[src/rtl/timer_pkg.sv]
// Shared register map and bit positions for the multi-channel timer.
package timer_pkg;

   localparam logic [2:0] REG_CTRL = 3'd0;
   localparam logic [2:0] REG_PSCR = 3'd1;
   localparam logic [2:0] REG_AR   = 3'd2;
   localparam logic [2:0] REG_CNTR = 3'd3;
   localparam logic [2:0] REG_STAT = 3'd4;

   localparam int unsigned CTRL_EN      = 0;
   localparam int unsigned CTRL_IE      = 1;
   localparam int unsigned CTRL_ONESHOT = 2;
   localparam int unsigned CTRL_DOWN    = 3;
   localparam int unsigned CTRL_TSEL    = 4;
   localparam int unsigned CTRL_W       = 5;

   localparam int unsigned STAT_EN  = 0;
   localparam int unsigned STAT_OVF = 1;

endpackage

[src/rtl/timer_ch.sv]
// One timer channel: control registers, external-tick synchroniser, prescaler,
// up/down counter with auto-reload and sticky overflow flag.
module timer_ch
   import timer_pkg::*;
#(
   parameter int unsigned WIDTH  = 32,
   parameter int unsigned PSCR_W = 8
) (
   input  logic              clk,
   input  logic              reset_n,
   input  logic [WIDTH-1:0]  i_din,
   input  logic              i_wr_ctrl,
   input  logic              i_wr_pscr,
   input  logic              i_wr_ar,
   input  logic              i_wr_cntr,
   input  logic              i_wr_stat,
   input  logic              i_ext_tick,
   output logic [CTRL_W-1:0] o_ctrl,
   output logic [PSCR_W-1:0] o_pscr,
   output logic [WIDTH-1:0]  o_ar,
   output logic [WIDTH-1:0]  o_cntr,
   output logic              o_ovf
);

   logic [CTRL_W-1:0] r_ctrl;
   logic [PSCR_W-1:0] r_pscr;
   logic [PSCR_W-1:0] r_pre;
   logic [WIDTH-1:0]  r_ar;
   logic [WIDTH-1:0]  r_cntr;
   logic              r_ovf;
   logic [1:0]        r_sync;
   logic              r_ext_q;

   logic w_en, w_oneshot, w_down, w_tsel;
   logic w_event, w_tick, w_wrap, w_match;

   assign w_en      = r_ctrl[CTRL_EN];
   assign w_oneshot = r_ctrl[CTRL_ONESHOT];
   assign w_down    = r_ctrl[CTRL_DOWN];
   assign w_tsel    = r_ctrl[CTRL_TSEL];

   assign w_event = w_tsel ? (r_sync[1] & ~r_ext_q) : 1'b1;
   assign w_tick  = w_en & w_event & (r_pre == r_pscr);
   assign w_wrap  = w_down ? (r_cntr == '0) : (r_cntr == r_ar);
   // A CNTR write on the tick cycle swallows the tick, including its match.
   assign w_match = w_tick & ~i_wr_cntr & w_wrap;

   always_ff @(posedge clk or negedge reset_n) begin
      if (!reset_n) begin
         r_sync  <= '0;
         r_ext_q <= 1'b0;
      end else begin
         r_sync  <= {r_sync[0], i_ext_tick};
         r_ext_q <= r_sync[1];
      end
   end

   always_ff @(posedge clk or negedge reset_n) begin
      if (!reset_n) begin
         r_pre <= '0;
      end else if (i_wr_pscr || !w_en) begin
         r_pre <= '0;
      end else if (w_event) begin
         r_pre <= w_tick ? '0 : r_pre + 1'b1;
      end
   end

   always_ff @(posedge clk or negedge reset_n) begin
      if (!reset_n) begin
         r_ctrl <= '0;
         r_pscr <= '0;
         r_ar   <= '0;
      end else begin
         if (i_wr_ctrl) begin
            r_ctrl <= i_din[CTRL_W-1:0];
         end else if (w_match && w_oneshot) begin
            r_ctrl[CTRL_EN] <= 1'b0;
         end
         if (i_wr_pscr) r_pscr <= i_din[PSCR_W-1:0];
         if (i_wr_ar)   r_ar   <= i_din;
      end
   end

   always_ff @(posedge clk or negedge reset_n) begin
      if (!reset_n) begin
         r_cntr <= '0;
      end else if (i_wr_cntr) begin
         r_cntr <= i_din;
      end else if (w_tick) begin
         if (w_wrap) r_cntr <= w_down ? r_ar : '0;
         else        r_cntr <= w_down ? r_cntr - 1'b1 : r_cntr + 1'b1;
      end
   end

   // Set beats W1C clear when both land on the same edge.
   always_ff @(posedge clk or negedge reset_n) begin
      if (!reset_n) begin
         r_ovf <= 1'b0;
      end else if (w_match) begin
         r_ovf <= 1'b1;
      end else if (i_wr_stat && i_din[STAT_OVF]) begin
         r_ovf <= 1'b0;
      end
   end

   assign o_ctrl = r_ctrl;
   assign o_pscr = r_pscr;
   assign o_ar   = r_ar;
   assign o_cntr = r_cntr;
   assign o_ovf  = r_ovf;

endmodule

[src/rtl/timer_mc.sv]
// Multi-channel timer top: address decode, per-channel write strobes,
// registered read mux and interrupt OR.
module timer_mc
   import timer_pkg::*;
#(
   parameter int unsigned WIDTH  = 32,
   parameter int unsigned NCH    = 2,
   parameter int unsigned PSCR_W = 8
) (
   input  logic                     clk,
   input  logic                     reset_n,
   input  logic [WIDTH-1:0]         din,
   input  logic                     cs,
   input  logic [3+$clog2(NCH)-1:0] addr,
   input  logic                     wen,
   input  logic [NCH-1:0]           ext_tick,
   output logic [WIDTH-1:0]         dout,
   output logic                     irq
);

   localparam int unsigned AW = 3 + $clog2(NCH);

   logic [AW:0]       w_ch_idx;
   logic              w_ch_ok;
   logic [2:0]        w_reg;
   logic              w_wr;
   logic [CTRL_W-1:0] w_ctrl [NCH];
   logic [PSCR_W-1:0] w_pscr [NCH];
   logic [WIDTH-1:0]  w_ar   [NCH];
   logic [WIDTH-1:0]  w_cntr [NCH];
   logic [NCH-1:0]    w_ovf;
   logic [NCH-1:0]    w_irq_vec;
   logic [WIDTH-1:0]  w_rdata;
   logic [WIDTH-1:0]  r_dout;

   // Shift rather than slice so NCH=1 (no channel bits) still elaborates.
   assign w_ch_idx = {1'b0, addr} >> 3;
   assign w_ch_ok  = w_ch_idx < (AW+1)'(NCH);
   assign w_reg    = addr[2:0];
   assign w_wr     = cs & wen & w_ch_ok;

   for (genvar g = 0; g < NCH; g++) begin : g_ch
      logic w_sel;
      assign w_sel = w_wr & (w_ch_idx == (AW+1)'(g));

      timer_ch #(
         .WIDTH  (WIDTH),
         .PSCR_W (PSCR_W)
      ) u_ch (
         .clk        (clk),
         .reset_n    (reset_n),
         .i_din      (din),
         .i_wr_ctrl  (w_sel && (w_reg == REG_CTRL)),
         .i_wr_pscr  (w_sel && (w_reg == REG_PSCR)),
         .i_wr_ar    (w_sel && (w_reg == REG_AR)),
         .i_wr_cntr  (w_sel && (w_reg == REG_CNTR)),
         .i_wr_stat  (w_sel && (w_reg == REG_STAT)),
         .i_ext_tick (ext_tick[g]),
         .o_ctrl     (w_ctrl[g]),
         .o_pscr     (w_pscr[g]),
         .o_ar       (w_ar[g]),
         .o_cntr     (w_cntr[g]),
         .o_ovf      (w_ovf[g])
      );

      assign w_irq_vec[g] = w_ovf[g] & w_ctrl[g][CTRL_IE];
   end

   always_comb begin
      w_rdata = '0;
      for (int i = 0; i < NCH; i++) begin
         if (w_ch_idx == (AW+1)'(i)) begin
            case (w_reg)
               REG_CTRL: w_rdata = WIDTH'(w_ctrl[i]);
               REG_PSCR: w_rdata = WIDTH'(w_pscr[i]);
               REG_AR:   w_rdata = w_ar[i];
               REG_CNTR: w_rdata = w_cntr[i];
               REG_STAT: w_rdata = WIDTH'({w_ovf[i], w_ctrl[i][STAT_EN]});
               default:  w_rdata = '0;
            endcase
         end
      end
   end

   always_ff @(posedge clk or negedge reset_n) begin
      if (!reset_n) begin
         r_dout <= '0;
      end else if (cs && !wen) begin
         r_dout <= w_rdata;
      end
   end

   assign dout = r_dout;
   assign irq  = |w_irq_vec;

endmodule

[config.mk]
export PLATFORM = sky130hd
export DESIGN_NAME = timer_mc
export DESIGN_NICKNAME = d
export VERILOG_FILES = /design/src/rtl/timer_pkg.sv /design/src/rtl/timer_ch.sv /design/src/rtl/timer_mc.sv
export SDC_FILE = /design/constraint.sdc
export NUM_CORES = 1
export LEC_CHECK = 0
export ABC_AREA = 1
export CORE_UTILIZATION = 32
export DETAILED_ROUTE_END_ITERATION = 12
export GPL_TIMING_DRIVEN = 0
export SLEW_MARGIN = 0
export SYNTH_ARGS = -nofsm -noshare
export SYNTH_HDL_FRONTEND = slang
export SYNTH_SLANG_ARGS = --single-unit
[constraint.sdc]
create_clock -name clk -period 4.8 [get_ports clk]
set_clock_uncertainty 0.2 [all_clocks]
set_input_delay 1.44 -clock clk [delete_from_list [all_inputs] [get_ports clk]]
set_output_delay 1.44 -clock clk [all_outputs]
set_load 0.05 [all_outputs]
# Yosys cells after proc, flatten, opt, wreduce, memory -nomap -nowiden
# Index checks and enable logic that the tools add are counted.
# classes
mux	32
n_reduce_logical	33
n_lt_le_gt_ge	1
add_sub_neg	6
eq_ne	8
n_bitwise	20
# op_table
operator	count
two-way mux 32 bit	12
case mux 32 bit (5 select lines)	2
adder 32 x 1 -> 32 bit (second input constant)	2
equality test 32 bit	2
logical NOT 32 bit	2
subtractor 32 x 1 -> 32 bit (second input constant)	2
two-way mux 8 bit	6
adder 8 x 1 -> 8 bit (second input constant)	2
bitwise AND 1 bit	16
equality test 8 bit	2
nonzero test 2 bit	8
logical AND 1 bit	15
two-way mux 1 bit	12
equality test 3 x 2 -> 1 bit (second input constant)	2
logical NOT 5 bit	1
inverter 1 bit	4
equality test 3 x 1 -> 1 bit (second input constant)	1
equality test 3 bit (second input constant)	1
logical NOT 1 bit	3
logical NOT 3 bit	1
logical OR 1 bit	2
< comparator 1 x 2 -> 1 bit (second input constant)	1
OR reduction 2 bit	1
# word_totals
out_inout_bits	33
elab_cells	119
ff_bits	210

# Logic depth before layout (Yosys ltp)
# Gate-level depths: netlist of the first run.
# logic_depth
ltp_word	10
ltp_mapped	15
ltp_nobuf	15

# By module
# Synthesis of the first run repeated with hierarchy kept, for this count alone.
# hier_totals
hier_cells	2845
hier_area_um2	17394.2
# modules_own_cells
mod	cells_each	area_each_um2	seq_area_each_um2	n_inst
timer_ch at g_ch[0].u_ch	1194	7385.8	2227.1	1
timer_ch at g_ch[1].u_ch	1204	7369.6	2227.1	1
timer_mc	447	2638.8	800.8	1

# Worst setup path before layout of the first run
# OpenSTA, ideal clock, no wires.
# synth_timing
path_type	input to register
startpoint	input port addr[3]
endpoint	register g_ch[0].u_ch.r_cntr[18]
cell_stages	10
path_slack_ps	1945
t_arrival_ps	2538
t_required_ps	4484
setup_time_ps	116
path_cell_list	buf_2 -> inv_2 -> nand3_4 -> nor2_4 -> inv_2 -> nand2_2 -> buf_2 -> o22ai_1 -> inv_1 -> nand2_1
# synth_between
elab_chain_cells	5
# synth_rtl
element	line	text
start, declared	timer_mc.sv:14	input logic [3+$clog2(NCH)-1:0] addr,
< comparator 1 x 2 -> 1 bit	timer_mc.sv:38	assign w_ch_ok = w_ch_idx < (AW+1)'(NCH);
bitwise AND 1 bit	timer_mc.sv:40	assign w_wr = cs & wen & w_ch_ok;
bitwise AND 1 bit (*)	timer_mc.sv:44	assign w_sel = w_wr & (w_ch_idx == (AW+1)'(g));
logical AND 1 bit (*)	timer_mc.sv:56	.i_wr_cntr (w_sel && (w_reg == REG_CNTR)),
two-way mux 32 bit / nonzero test 2 bit (equally long branches)	--	
end signal, assigned	timer_ch.sv:88	r_cntr <= i_din;
end signal, assigned	timer_ch.sv:90	if (w_wrap) r_cntr <= w_down ? r_ar : '0;
end signal, assigned	timer_ch.sv:91	else r_cntr <= w_down ? r_cntr - 1'b1 : r_cntr + 1'b1;
end, declared	timer_ch.sv:29	logic [WIDTH-1:0] r_cntr;
# Mark *: on every way between the ends. The rest lies on a longest branch, timed or not.
# A chain may end at the register's enable or synchronous reset.

# Worst setup path after layout of the first run
# layout_timing
startpoint	register g_ch[0].u_ch.r_ovf
endpoint	output port irq
# layout_between
elab_chain_cells	2
# layout_rtl
element	line	text
start, declared	timer_ch.sv:30	logic r_ovf;
start signal, assigned	timer_ch.sv:98	r_ovf <= 1'b0;
start signal, assigned	timer_ch.sv:100	r_ovf <= 1'b1;
start signal, assigned	timer_ch.sv:102	r_ovf <= 1'b0;
bitwise AND 1 bit	timer_mc.sv:66	assign w_irq_vec[g] = w_ovf[g] & w_ctrl[g][CTRL_IE];
OR reduction 2 bit	timer_mc.sv:94	assign irq = |w_irq_vec;
end, declared	timer_mc.sv:18	output logic irq
# No other way between the ends.

==> run summary, run 1 <==
Syn_nets -> 2773
Hold Vio Cnt, Final -> 0
Tot GR Track Use -> 22.3%
CP startpoint kind -> register
IO Pins -> 75
DP HPWL -> 48400 microns
Synth Area in Compound Gates -> 13.8%
Cts repair resizes -> 0
Most common cell in the netlist -> nand2_1
Slowest-stage cell, CP -> clkdlybuf4s50_1
First-pass GRT wire length -> 93700 microns
Area leader, netlist -> dfrtp_1
Share of the synthesized area in the top cell type -> 31.0%
Syn Std Cell Area -> 17000 sq um
Worst min path class -> register to register
Die height -> 232 microns
Register area share after synthesis -> 31.0%
Clock slew at reported path FFs -> 0.06 ns
Largest family of logic cells by synthesized area -> simple AND/OR/NAND/NOR gates
Starting Density -> 32.4%
RSZ-0062 raised after global routing -> no
VDD IR max -> 0.279 mV
Top cells by count, synth -> 911 x nand2_1, 441 x inv_1, 210 x dfrtp_1
Syn avg cell area -> 6.36 sq um
CP Cell Sequence -> inv_1, o22ai_1, clkdlybuf4s50_1
Final net count -> 2871
Area Growth Syn to Fin -> 13.8%
Root Buffer -> clkbuf_16
Multi-input gate area -> 9600 sq um
Main area contributors after synthesis -> dfrtp_1 31%, nand2_1 20%, inv_1 9.8%
Initial DRC Count -> 1459
Vias -> 17100
Prevailing post-synth register cell -> dfrtp_1
Core Area -> 52400 sq um
Synth Area in XOR/XNOR -> 2.94%
Fin crit share -> 77.4%
Fin worst setup slack -> 1.09 ns
DRC errors left -> 0
Max transition margin -> 17.4%
Non-Filler Instances -> 3469
Total Wirelength -> 59100 microns
Least-Margin Pin Slew -> 1.24 ns
Initial antenna violation count -> 0
Vias in the first global route -> 16700
Largest net degree at the start of global routing -> 117
DRT Pass-1 Iters -> 5
Min cycle time layout -> 3.71 ns
CP endpoint kind -> output port
Storage element area -> 5260 sq um
# rows -> 84
Worst Setup Path Type -> register to output port
Yosys reg bits -> 210
Drt via density -> 4.93
Max Freq -> 269 MHz
Power Density -> 479 nW/um^2
CTS Buf Count -> 22
Number of flops mapped to enable cells by yosys -> 0
Synth warn -> 0
Asr flop ratio synth -> 100%
H-tree Lvls -> 1
Share of layout cells above drive strength 1 -> 4.46%
Placed Cells -> 3429
Crit path max fanout -> 3
ANT nets after route -> 0
Worst-case clock buffer depth -> 3
Yosys cell types -> 49
Routability cong. -> 0.957
N_diodes -> 0
Worst slack, placed -> 0.939 ns
Number of buffers added on ports -> 73
Leakage -> 10.0 nW
Hold buffers post-CTS -> 0
Clock sink count -> 210
Critical Path Max Stage Delay -> 0.86 ns
Total power -> 9.26 mW
Die area -> 54000 sq um
Endpoints failing setup -> 0
CP Data Required Time -> 3.16 ns
Die W -> 232 microns
Worst EP arrival -> 2.07 ns
TritonCTS clock tree -> done
Adder-cell share of the synthesized area -> 4.81%
Total setup buffers inserted after CTS -> 0
Fillcell total -> 5742
Post-Synthesis Cells -> 2667
Max_cap viols -> 0
Total grt overflow -> 0
Final Max Slew Viols -> 0
Setup TNS -> 0 ns
WHS -> 0.147 ns
Worst-Skew Late Latency -> 0.54 ns
Status -> completed
Routed len/inst -> 17.0 microns
Mux contribution to synthesized area -> 0%
Simple-gate portion of the synthesized area -> 35.0%
[cells in the final DEF (no fill, tap or decap), types with 5 or more instances in the layout]
cell type,netlist,routed
a221oi_1,31,31
clkbuf_1,42,43
or2_2,6,6
a21oi_1,59,59
nand4_1,48,48
xnor2_1,16,16
clkdlybuf4s50_1,0,72
nor4_1,6,6
xor2_1,41,41
inv_1,441,441
buf_2,33,33
nor2_1,144,144
o21ai_1,29,29
o221ai_1,5,5
o21ai_0,178,178
clkbuf_16,0,22
dfrtp_1,210,210
clkbuf_8,0,5
buf_6,6,6
clkinv_2,0,10
inv_2,10,10
ha_1,62,62
nand2_1,911,911
nor3_1,20,20
nand3_1,185,185
nor2_4,7,7
o22ai_1,89,89
nand3b_1,30,30
and2_1,12,12
[layer usage]
| layer | track usage (%) | wire length [microns] | up-vias |
|---|---|---|---|
| met5 | 0 | 0 | - |
| met4 | 9.77 | 2570 | 0 |
| met3 | 1.34 | 2440 | 103 |
| met2 | 37.6 | 27800 | 478 |
| met1 | 29.4 | 26400 | 7763 |
| li1 | - | - | 8760 |
[state kept, by name (all words and copies together), names as in the netlist]
signal and count:
g_ch.u_ch.o_ar 64, g_ch.u_ch.o_ctrl 10, g_ch.u_ch.o_pscr 16, g_ch.u_ch.r_sync 4
g_ch.u_ch.r_ext_q 2, g_ch.u_ch.o_cntr 64, dout 32, g_ch.u_ch.r_pre 16
g_ch.u_ch.o_ovf 2
[worst paths after layout]
path                                      endpoint  depth (start not counted)                   start  slack, ns
max                                            irq                          3      g_ch[0].u_ch.o_ovf       1.09
min reg2reg                 g_ch[1].u_ch.r_sync[1]                          0  g_ch[1].u_ch.r_sync[0]       0.15
max reg2reg                g_ch[1].u_ch.o_cntr[19]                         15  g_ch[1].u_ch.o_ctrl[3]       1.56
min in group asynchronous   g_ch[1].u_ch.r_sync[0]                          1                 reset_n       0.79
min                         g_ch[1].u_ch.r_sync[1]                          0  g_ch[1].u_ch.r_sync[0]       0.15
max in group asynchronous  g_ch[0].u_ch.o_cntr[31]                          2                 reset_n       2.57
[critical path, delay by kind of cell, from the launching register on]
| kind | cells | cell delay, ns |
|---|---|---|
| flip-flops | 1 | 0.32 |
| AO/OA/AOI/OAI | 1 | 0.28 |
| buffers and inverters | 2 | 0.93 |
[where the power goes]
part | internal (mW) | switching [mW]
Clock | 0.975 | 0.771
Combinational | 1.66 | 3.17
Sequential | 2.13 | 0.548
Total | 4.77 | 4.49
[per-stage QoR]
stage / instance area (sq um) / util (%)
after floorplan: 17000 / -
after global placement: 18600 / 35.4
after detailed placement: 18600 / 35.5
after CTS: 19300 / 36.8
after global routing: 19300 / 36.8
final: 19300 / 36.8
[cells by family after synthesis]
kind of cell             after synthesis
AO/OA/AOI/OAI                        407
flip-flops                           210
AND/OR/NAND/NOR                     1391
adder cells (fa/ha/maj)               64
XOR/XNOR                              57
buffers and inverters                538
[layout make-up]
| cell class | instances | area share, % |
|---|---|---|
| well taps | 688 | 4.46 |
| flip-flops and latches | 210 | 27.2 |
| inverters | 452 | 8.78 |
| multi-input cells | 1919 | 49.7 |
| plain buffers | 86 | 2.20 |
| clock buffers | 28 | 3.23 |
| clock inverters | 12 | 0.499 |
| repair buffers | 74 | 3.95 |
No activity file was read; power rests on OpenSTA's default activity.
==> run 2: changes to the inputs <==
==> constraint.sdc (replaced) <==
create_clock -name clk -period 3.6 [get_ports clk]
set_clock_uncertainty 0.2 [all_clocks]
set_input_delay 1.08 -clock clk [delete_from_list [all_inputs] [get_ports clk]]
set_output_delay 1.08 -clock clk [all_outputs]
set_load 0.05 [all_outputs]
==> results of run 2 <==
Same layout as run 1 (identical final DEF). Status: completed.
Among the figures that moved: setup slack after placement 0.939 ns -> 0.0987 ns; setup slack after layout 1.09 ns -> 0.245 ns; register-to-register setup slack 1.56 ns -> 0.36 ns; total power 9.26 mW -> 12.3 mW; worst IR drop on VDD 0.279 mV -> 0.372 mV
